## config.mk

```make
export PLATFORM = sky130hd
export DESIGN_NAME = scan_sequencer
export DESIGN_NICKNAME = d
export VERILOG_FILES = /design/src/rtl/scan_pkg.sv /design/src/rtl/dwell_timer.sv /design/src/rtl/scan_sequencer.sv
export SDC_FILE = /design/constraint.sdc
export NUM_CORES = 1
export LEC_CHECK = 0
export ABC_AREA = 1
export CAP_MARGIN = 25
export CORE_AREA = 2 2 39 41
export CTS_BUF_LIST = sky130_fd_sc_hd__clkbuf_16
export DETAILED_ROUTE_END_ITERATION = 7
export DIE_AREA = 0 0 41 43
export PLACE_DENSITY = 0.67
export SLEW_MARGIN = 10
export SYNTH_ARGS = -nofsm -noshare
export SYNTH_HDL_FRONTEND = slang
export SYNTH_SLANG_ARGS = --single-unit
```

## constraint.sdc

```tcl
create_clock -name clk -period 1 [get_ports clk]
set_input_delay 0.25 -clock clk [delete_from_list [all_inputs] [get_ports clk]]
set_output_delay 0.25 -clock clk [all_outputs]
set_load 0.01 [all_outputs]
```

## src/rtl/scan_pkg.sv

```systemverilog
// Shared types and helpers for the scan sequencer. Build macro SCAN_SKIP_EN
// adds the masked channel lookup used to skip disabled channels.
package scan_pkg;

  localparam int SEL_W  = 3;
  localparam int MAX_CH = 8;

  typedef enum logic {
    IDLE = 1'b0,
    SCAN = 1'b1
  } scan_state_t;

`ifdef SCAN_SKIP_EN
  // Lowest enabled channel at or above cur and below num_ch.
  // MSB of the result flags that such a channel exists.
  function automatic logic [SEL_W:0] next_ch(input logic [SEL_W:0]  cur,
                                             input logic [MAX_CH-1:0] mask,
                                             input int                num_ch);
    logic [SEL_W:0] res;
    res = '0;
    for (int i = MAX_CH - 1; i >= 0; i--) begin
      if (i >= int'(cur) && i < num_ch && mask[i]) begin
        res = {1'b1, SEL_W'(i)};
      end
    end
    return res;
  endfunction
`endif

endpackage

```

## src/rtl/dwell_timer.sv

```systemverilog
// Counts 0..DWELL-1 while enabled and flags the last count of each dwell.
// The counter restarts on its own after expire, so it never overflows.
module dwell_timer #(
  parameter int DWELL = 4
) (
  input  logic clk,
  input  logic rst_n,
  input  logic clr,
  input  logic en,
  output logic expire
);

  localparam int CNT_W = $clog2(DWELL + 1);

  logic [CNT_W-1:0] cnt;

  assign expire = en && (cnt == CNT_W'(DWELL - 1));

  always_ff @(posedge clk or negedge rst_n) begin
    if (!rst_n) begin
      cnt <= '0;
    end else if (clr) begin
      cnt <= '0;
    end else if (en) begin
      cnt <= expire ? '0 : cnt + 1'b1;
    end
  end

endmodule

```

## src/rtl/scan_sequencer.sv

```systemverilog
// Steps a 3-bit decoder select through channels 0..NUM_CH-1, DWELL clocks each,
// in single-shot or continuous mode. SCAN_SKIP_EN adds ch_mask channel skipping.
module scan_sequencer
  import scan_pkg::*;
#(
  parameter int DWELL  = 4,
  parameter int NUM_CH = 8
) (
  input  logic             clk,
  input  logic             rst_n,
  input  logic             start,
  input  logic             stop,
  input  logic             cont,
`ifdef SCAN_SKIP_EN
  input  logic [7:0]       ch_mask,
`endif
  output logic [SEL_W-1:0] sel,
  output logic             sel_vld,
  output logic             busy,
  output logic             done,
  output logic             wrap
);

  // Handshake: start is honoured only in IDLE with stop low; stop is honoured
  // every cycle and wins over start and over a same-cycle end of pass.

  scan_state_t      state, state_nxt;
  logic [SEL_W-1:0] sel_nxt;
  logic             vld_nxt, busy_nxt, done_nxt, wrap_nxt;
  logic             mode, mode_nxt;
  logic             tmr_clr, tmr_en, expire;

  logic [SEL_W-1:0] first_sel, adv_sel;
  logic             first_ok, has_next;

`ifdef SCAN_SKIP_EN
  logic [SEL_W:0] first_lk, next_lk;

  assign first_lk  = next_ch('0, ch_mask, NUM_CH);
  assign next_lk   = next_ch({1'b0, sel} + 1'b1, ch_mask, NUM_CH);
  assign first_ok  = first_lk[SEL_W];
  assign first_sel = first_ok ? first_lk[SEL_W-1:0] : '0;
  assign has_next  = next_lk[SEL_W];
  assign adv_sel   = next_lk[SEL_W-1:0];
`else
  assign first_ok  = 1'b1;
  assign first_sel = '0;
  assign has_next  = (sel != SEL_W'(NUM_CH - 1));
  assign adv_sel   = sel + 1'b1;
`endif

  dwell_timer #(.DWELL(DWELL)) u_timer (
    .clk    (clk),
    .rst_n  (rst_n),
    .clr    (tmr_clr),
    .en     (tmr_en),
    .expire (expire)
  );

  always_comb begin
    state_nxt = state;
    sel_nxt   = sel;
    vld_nxt   = sel_vld;
    busy_nxt  = busy;
    done_nxt  = 1'b0;
    wrap_nxt  = 1'b0;
    mode_nxt  = mode;
    tmr_clr   = 1'b0;
    tmr_en    = 1'b0;

    unique case (state)
      IDLE: begin
        tmr_clr = 1'b1;
        if (start && !stop && first_ok) begin
          state_nxt = SCAN;
          sel_nxt   = first_sel;
          vld_nxt   = 1'b1;
          busy_nxt  = 1'b1;
          mode_nxt  = cont;
        end
      end
      SCAN: begin
        if (stop) begin
          state_nxt = IDLE;
          sel_nxt   = '0;
          vld_nxt   = 1'b0;
          busy_nxt  = 1'b0;
          tmr_clr   = 1'b1;
        end else begin
          tmr_en = 1'b1;
          if (expire) begin
            if (has_next) begin
              sel_nxt = adv_sel;
            end else if (mode) begin
              sel_nxt  = first_sel;
              wrap_nxt = 1'b1;
            end else begin
              state_nxt = IDLE;
              sel_nxt   = '0;
              vld_nxt   = 1'b0;
              busy_nxt  = 1'b0;
              done_nxt  = 1'b1;
            end
          end
        end
      end
      default: state_nxt = IDLE;
    endcase
  end

  always_ff @(posedge clk or negedge rst_n) begin
    if (!rst_n) begin
      state   <= IDLE;
      sel     <= '0;
      sel_vld <= 1'b0;
      busy    <= 1'b0;
      done    <= 1'b0;
      wrap    <= 1'b0;
      mode    <= 1'b0;
    end else begin
      state   <= state_nxt;
      sel     <= sel_nxt;
      sel_vld <= vld_nxt;
      busy    <= busy_nxt;
      done    <= done_nxt;
      wrap    <= wrap_nxt;
      mode    <= mode_nxt;
    end
  end

endmodule

```

### Yosys cells after proc, flatten, opt, wreduce, memory -nomap -nowiden

Index checks and enable logic that the tools add are counted.

| storage, ports and cells | value |
|---|---|
| register bits | 11 |
| input port bits | 5 |
| output and inout bits | 7 |
| word-level logic and storage cells | 56 |

| cells by class | value |
|---|---|
| $add $sub $neg | 2 |
| equal/unequal tests | 6 |
| mux-type cells | 33 |
| bitwise logic cells | 1 |
| reduce and logical (&&, ||, !) cells | 7 |

Operators by type and width:

| operator | number |
|---|---|
| $mux W1 | 22 |
| $mux W3 | 7 |
| $ne A3 B3 Y1 const B | 3 |
| $add A3 B1 Y3 const B | 2 |
| $pmux W1 S2 | 3 |
| $pmux W3 S2 | 1 |
| $reduce_and A2 Y1 | 2 |
| $reduce_and A4 Y1 | 1 |
| $eq A3 B2 Y1 const B | 1 |
| $ne A3 B2 Y1 const B | 1 |
| $logic_and A1 B1 Y1 | 2 |
| $ne A2 B2 Y1 const B | 1 |
| $reduce_bool A2 Y1 | 1 |
| $logic_not A1 Y1 | 1 |
| $not A1 Y1 | 1 |

### Depth between registers and ports, before layout

| depth | value |
|---|---|
| word-level depth | 6 |
| mapped depth | 7 |
| gate-level depth less buffers | 7 |

### Modules after synthesis

From an unflattened synthesis, not the netlist that was laid out.

| second synthesis, totals | value |
|---|---|
| cells, all modules | 64 |
| area total of the unflattened synthesis | 531.8 um^2 |

By module, submodules not included:

| module | instances | cells an instance | area an instance (um^2) | seq. area each (um^2) |
|---|---|---|---|---|
| scan_sequencer | 1 | 43 | 377.9 | 200.2 |
| dwell_timer | 1 | 21 | 153.9 | 75.1 |

### Worst setup path before layout

OpenSTA, ideal clock, no wires.

| timing | value |
|---|---|
| kind | flip-flop to flip-flop |
| start | register sel[0] |
| end | register sel[0] |
| setup time | 0.074 ns |
| data arrival time | 1.105 ns |
| data required time | 0.926 ns |
| setup slack | -0.179 ns |
| cell stages (with the launch flop) | 6 |
| buffers on the path | 0 |
| period minus slack after synthesis | 1.179 ns |
| cell sequence | dfrtp_1 -> ha_1 -> ha_1 -> nor2_1 -> nand2_1 -> o21ai_2 |

| on the way | value |
|---|---|
| word-level cells in the longest chain between the ends | 5 |
| elaborated cells between the ends (all ways) | 6 |
| those cells by class | 1 x add/sub; 1 x eq/ne; 4 x mux |

RTL lines:

| element | RTL line | RTL |
|---|---|---|
| start: declaration | scan_sequencer.sv:17 | `output logic [SEL_W-1:0] sel,` |
| start signal: assignment | scan_sequencer.sv:122 | `sel <= sel_nxt;` |
| $add A3 B1 Y3 / $ne A3 B3 Y1 (equally long branches) | scan_sequencer.sv:49, scan_sequencer.sv:48 |  |
| $mux W3 * | scan_sequencer.sv:92 | `if (has_next) begin` |
| $mux W3 * | scan_sequencer.sv:91 | `if (expire) begin` |
| $mux W3 * | scan_sequencer.sv:83 | `if (stop) begin` |
| $pmux W3 S2 * | scan_sequencer.sv:71 | `unique case (state)` |

Every way passes the cells marked *; elsewhere a longest branch is shown, timed or not. The select of a mux whose other input is x is not followed.
A chain may end at the register's enable or synchronous reset.

### Worst setup path in the final report

| timing | value |
|---|---|
| start | register sel[1] |
| end | register sel[1] |

Same word-level chain as after synthesis.

==> flow_summary.toml <==
[timing]
setup_slack_ps = -160
setup_viol = 11
fin_worst_skew_ps = 3.35
slew_headroom_pct = 87.8
final.min_clock_period_ps = 1160
fmax_mhz = 862
finalHoldViolCount = 0
tightest_slew_ps = 183
post-route-period-util_pct = 116
grt_setup_unrepaired = "yes"
slew_violations = 0

[setup_path]
worstSetupStartpoint = "sel[1]$_DFFE_PN0P_"
cp.buffers_inverters = 0
critPathRequiredTime_ps = 1160
rr_worst_depth = 5
cp-endpoint = "sel[1]$_DFFE_PN0P_"
crit_cells = 5
r2r_start = "sel[1]$_DFFE_PN0P_"
worst-endpoint-arrival_ps = 1320
cp_slowest_stage_delay_ps = 400
critPathTopFamily = "flip-flops"
worst_setup_path_start_kind = "flip-flop"
crit_type = "reg -> reg"
crit_path_end_kind = "flip-flop"
reg2reg_slack_ps = -160
cp_max_fo = 3
crit_slowest_cell = "dfrtp_1"
timing.rr.end = "sel[1]$_DFFE_PN0P_"
worstPathCellList = "ha_2 > ha_4 > nor2_4 > nand2_2 > o21ai_2"

[global_routing]
grt_pass1_vias = 406
grt_max_degree = 12
grt.total_usage_pct = 16.2
grt_pass1_wl_mm = 1.82
antenna_found_initial = 0
grt.overflow.total = 0

[yosys]
ys_seq_area_share_pct = 53.5
synth_nets = 62
synth_area_um2 = 514
yosys_warnings = 0
yosysUniqueCellTypes = 14
synthCells = 54
postSynthAreaPerCell_um2 = 9.52
ys_ff_latch = 11

[power_and_ir_drop]
p_leak_uw = 0.000410
power_frac_clock_pct = 42.7
power_switching_uw = 488
power.total_uw = 1720
pwr-share-seq_pct = 32.8
combinationalPowerShare_pct = 24.5
peakVddDrop_uv = 1140
switching_share_pct = 28.4
p_int_uw = 1230
power.density_nw_per_um2 = 2110

[detailed_routing]
wl_met2_um = 529
drc_errors = 0
drtIter0Drc = 3
met1_length_um = 479
top_layer_used = "met4"
route.met3.wl_um = 59
first_pass_iters = 4
ant_nets = 0
vias = 423
routed_wl_mm = 1.10
wl_per_cell_um = 11.9
vias_per_cell = 4.60

[clocking]
cts_tree = "built"
cts-root-buf = "clkbuf_16"
clockBufferDepth = 2
cts_max_level = 1
cts_hold_buf = 0
cts.clk_slew.worst_paths_ps = 40
clkSinkCount = 11
numCtsBuffers = 3
insertion_delay_ps = 240

[floorplan]
pin_count = 12
num_rows = 14
start_util_pct = 37.2
die-area_um2 = 1760
die_h_um = 43
dieWidth_um = 41
coreArea_um2 = 1380

[placed_design]
placed_cells_incl_taps = 86
portBuffers = 11
dp_slack_ps = -318
gp_congestion = 0.708
hpwlAfterDp_um = 723

[min_path]
min_path_type = "in -> async"

[final_layout]
final_common_cell = "dfrtp_1"
drive_above_1_share_pct = 50.0
fin_nets = 85
final_cells = 92
final_cell_mix = "dfrtp_1 (11), nand2_1 (9), buf_2 (7), buf_4 (7), inv_1 (6)"
antenna_cells = 0
area_growth_pct = 58.6

[job]
maxCapViolCount = 0

[run_status]
status = "finished with violations"
violations = "negative setup slack"
[logic make-up after synthesis]
logic type                 Yosys count  share of synthesized area [%]
buffers and inverters                8                           6.57
and+or+nand+nor                     28                           26.5
AOI/OAI and AO/OA                    4                           6.08
adders and majority gates            3                           7.30
DFF                                 11                           53.5
[worst min-delay path by stage]
stage                                 end  slack [ps]  cells past startpoint
4_1_cts                sel[2]$_DFFE_PN0P_         310                      2
6_report                   done$_DFF_PN0_         300                      2
3_5_place_dp   u_timer.cnt[0]$_DFFE_PN0P_         430                      1
5_1_grt                sel[2]$_DFFE_PN0P_         330                      2
3_3_place_gp   u_timer.cnt[0]$_DFFE_PN0P_         420                      1
2_1_floorplan            busy$_DFFE_PN0P_         -50                      0
[final cells by class]
class	count	area, um^2
Inverter	7	26.3
Fill cell	119	568
Clock buffer	3	75.1
Sequential cell	11	275
Tap cell	16	20.0
Multi-Input combinational cell	35	278
Timing Repair Buffer	19	138
Clock inverter	1	3.75
[metrics by stage]
step	instance area, um^2	util [%]	hold WS (ps)	setup TNS (ps)
finish	816	59.0	302	-890
global route	816	59.0	330	-1310
CTS	776	56.1	308	-760
detailed placement	699	50.5	434	-3740
global placement	699	50.5	419	-3450
floorplan	532	-	-45.6	-462
[state kept, by name, summed over array words and instances (netlist names)]
signal / cells
sel: 3
u_timer.cnt: 3
busy: 1
done: 1
mode: 1
state: 1
wrap: 1
[synthesized netlist by cell type]
master	n	area, um^2
nor2_1	6	22.5
o21ai_2	3	26.3
inv_1	6	22.5
ha_1	3	37.5
a21oi_1	1	5.00
inv_2	1	3.75
dfrtp_1	11	275
buf_4	1	7.51
nand2_4	2	22.5
nand2_1	13	48.8
nor3_1	1	5.00
nor2_4	1	11.3
nand3_1	4	20.0
nand2_2	1	6.26
[power by group through the flow]
stage / clock network (uW) / registers (uW) / logic [uW]
after detailed placement: 0 / 567 / 412
after global placement: 0 / 565 / 408
after global routing: 762 / 574 / 466
final: 733 / 564 / 421
after floorplan: 0 / 580 / 210
after CTS: 736 / 560 / 397
[what timing repair did]
item	CTS	global route
gates resized for setup	38	6
pin swaps	5	8
buffers inserted	1	1
endpoints found under the setup margin	16	13
[layer usage]
layer,GRT usage [%],vias to the layer above
met1,19.6,196
met3,6.28,5
met4,10.0,0
met5,0,-
li1,-,211
met2,23.1,11
No activity file was read; power rests on OpenSTA's default activity.
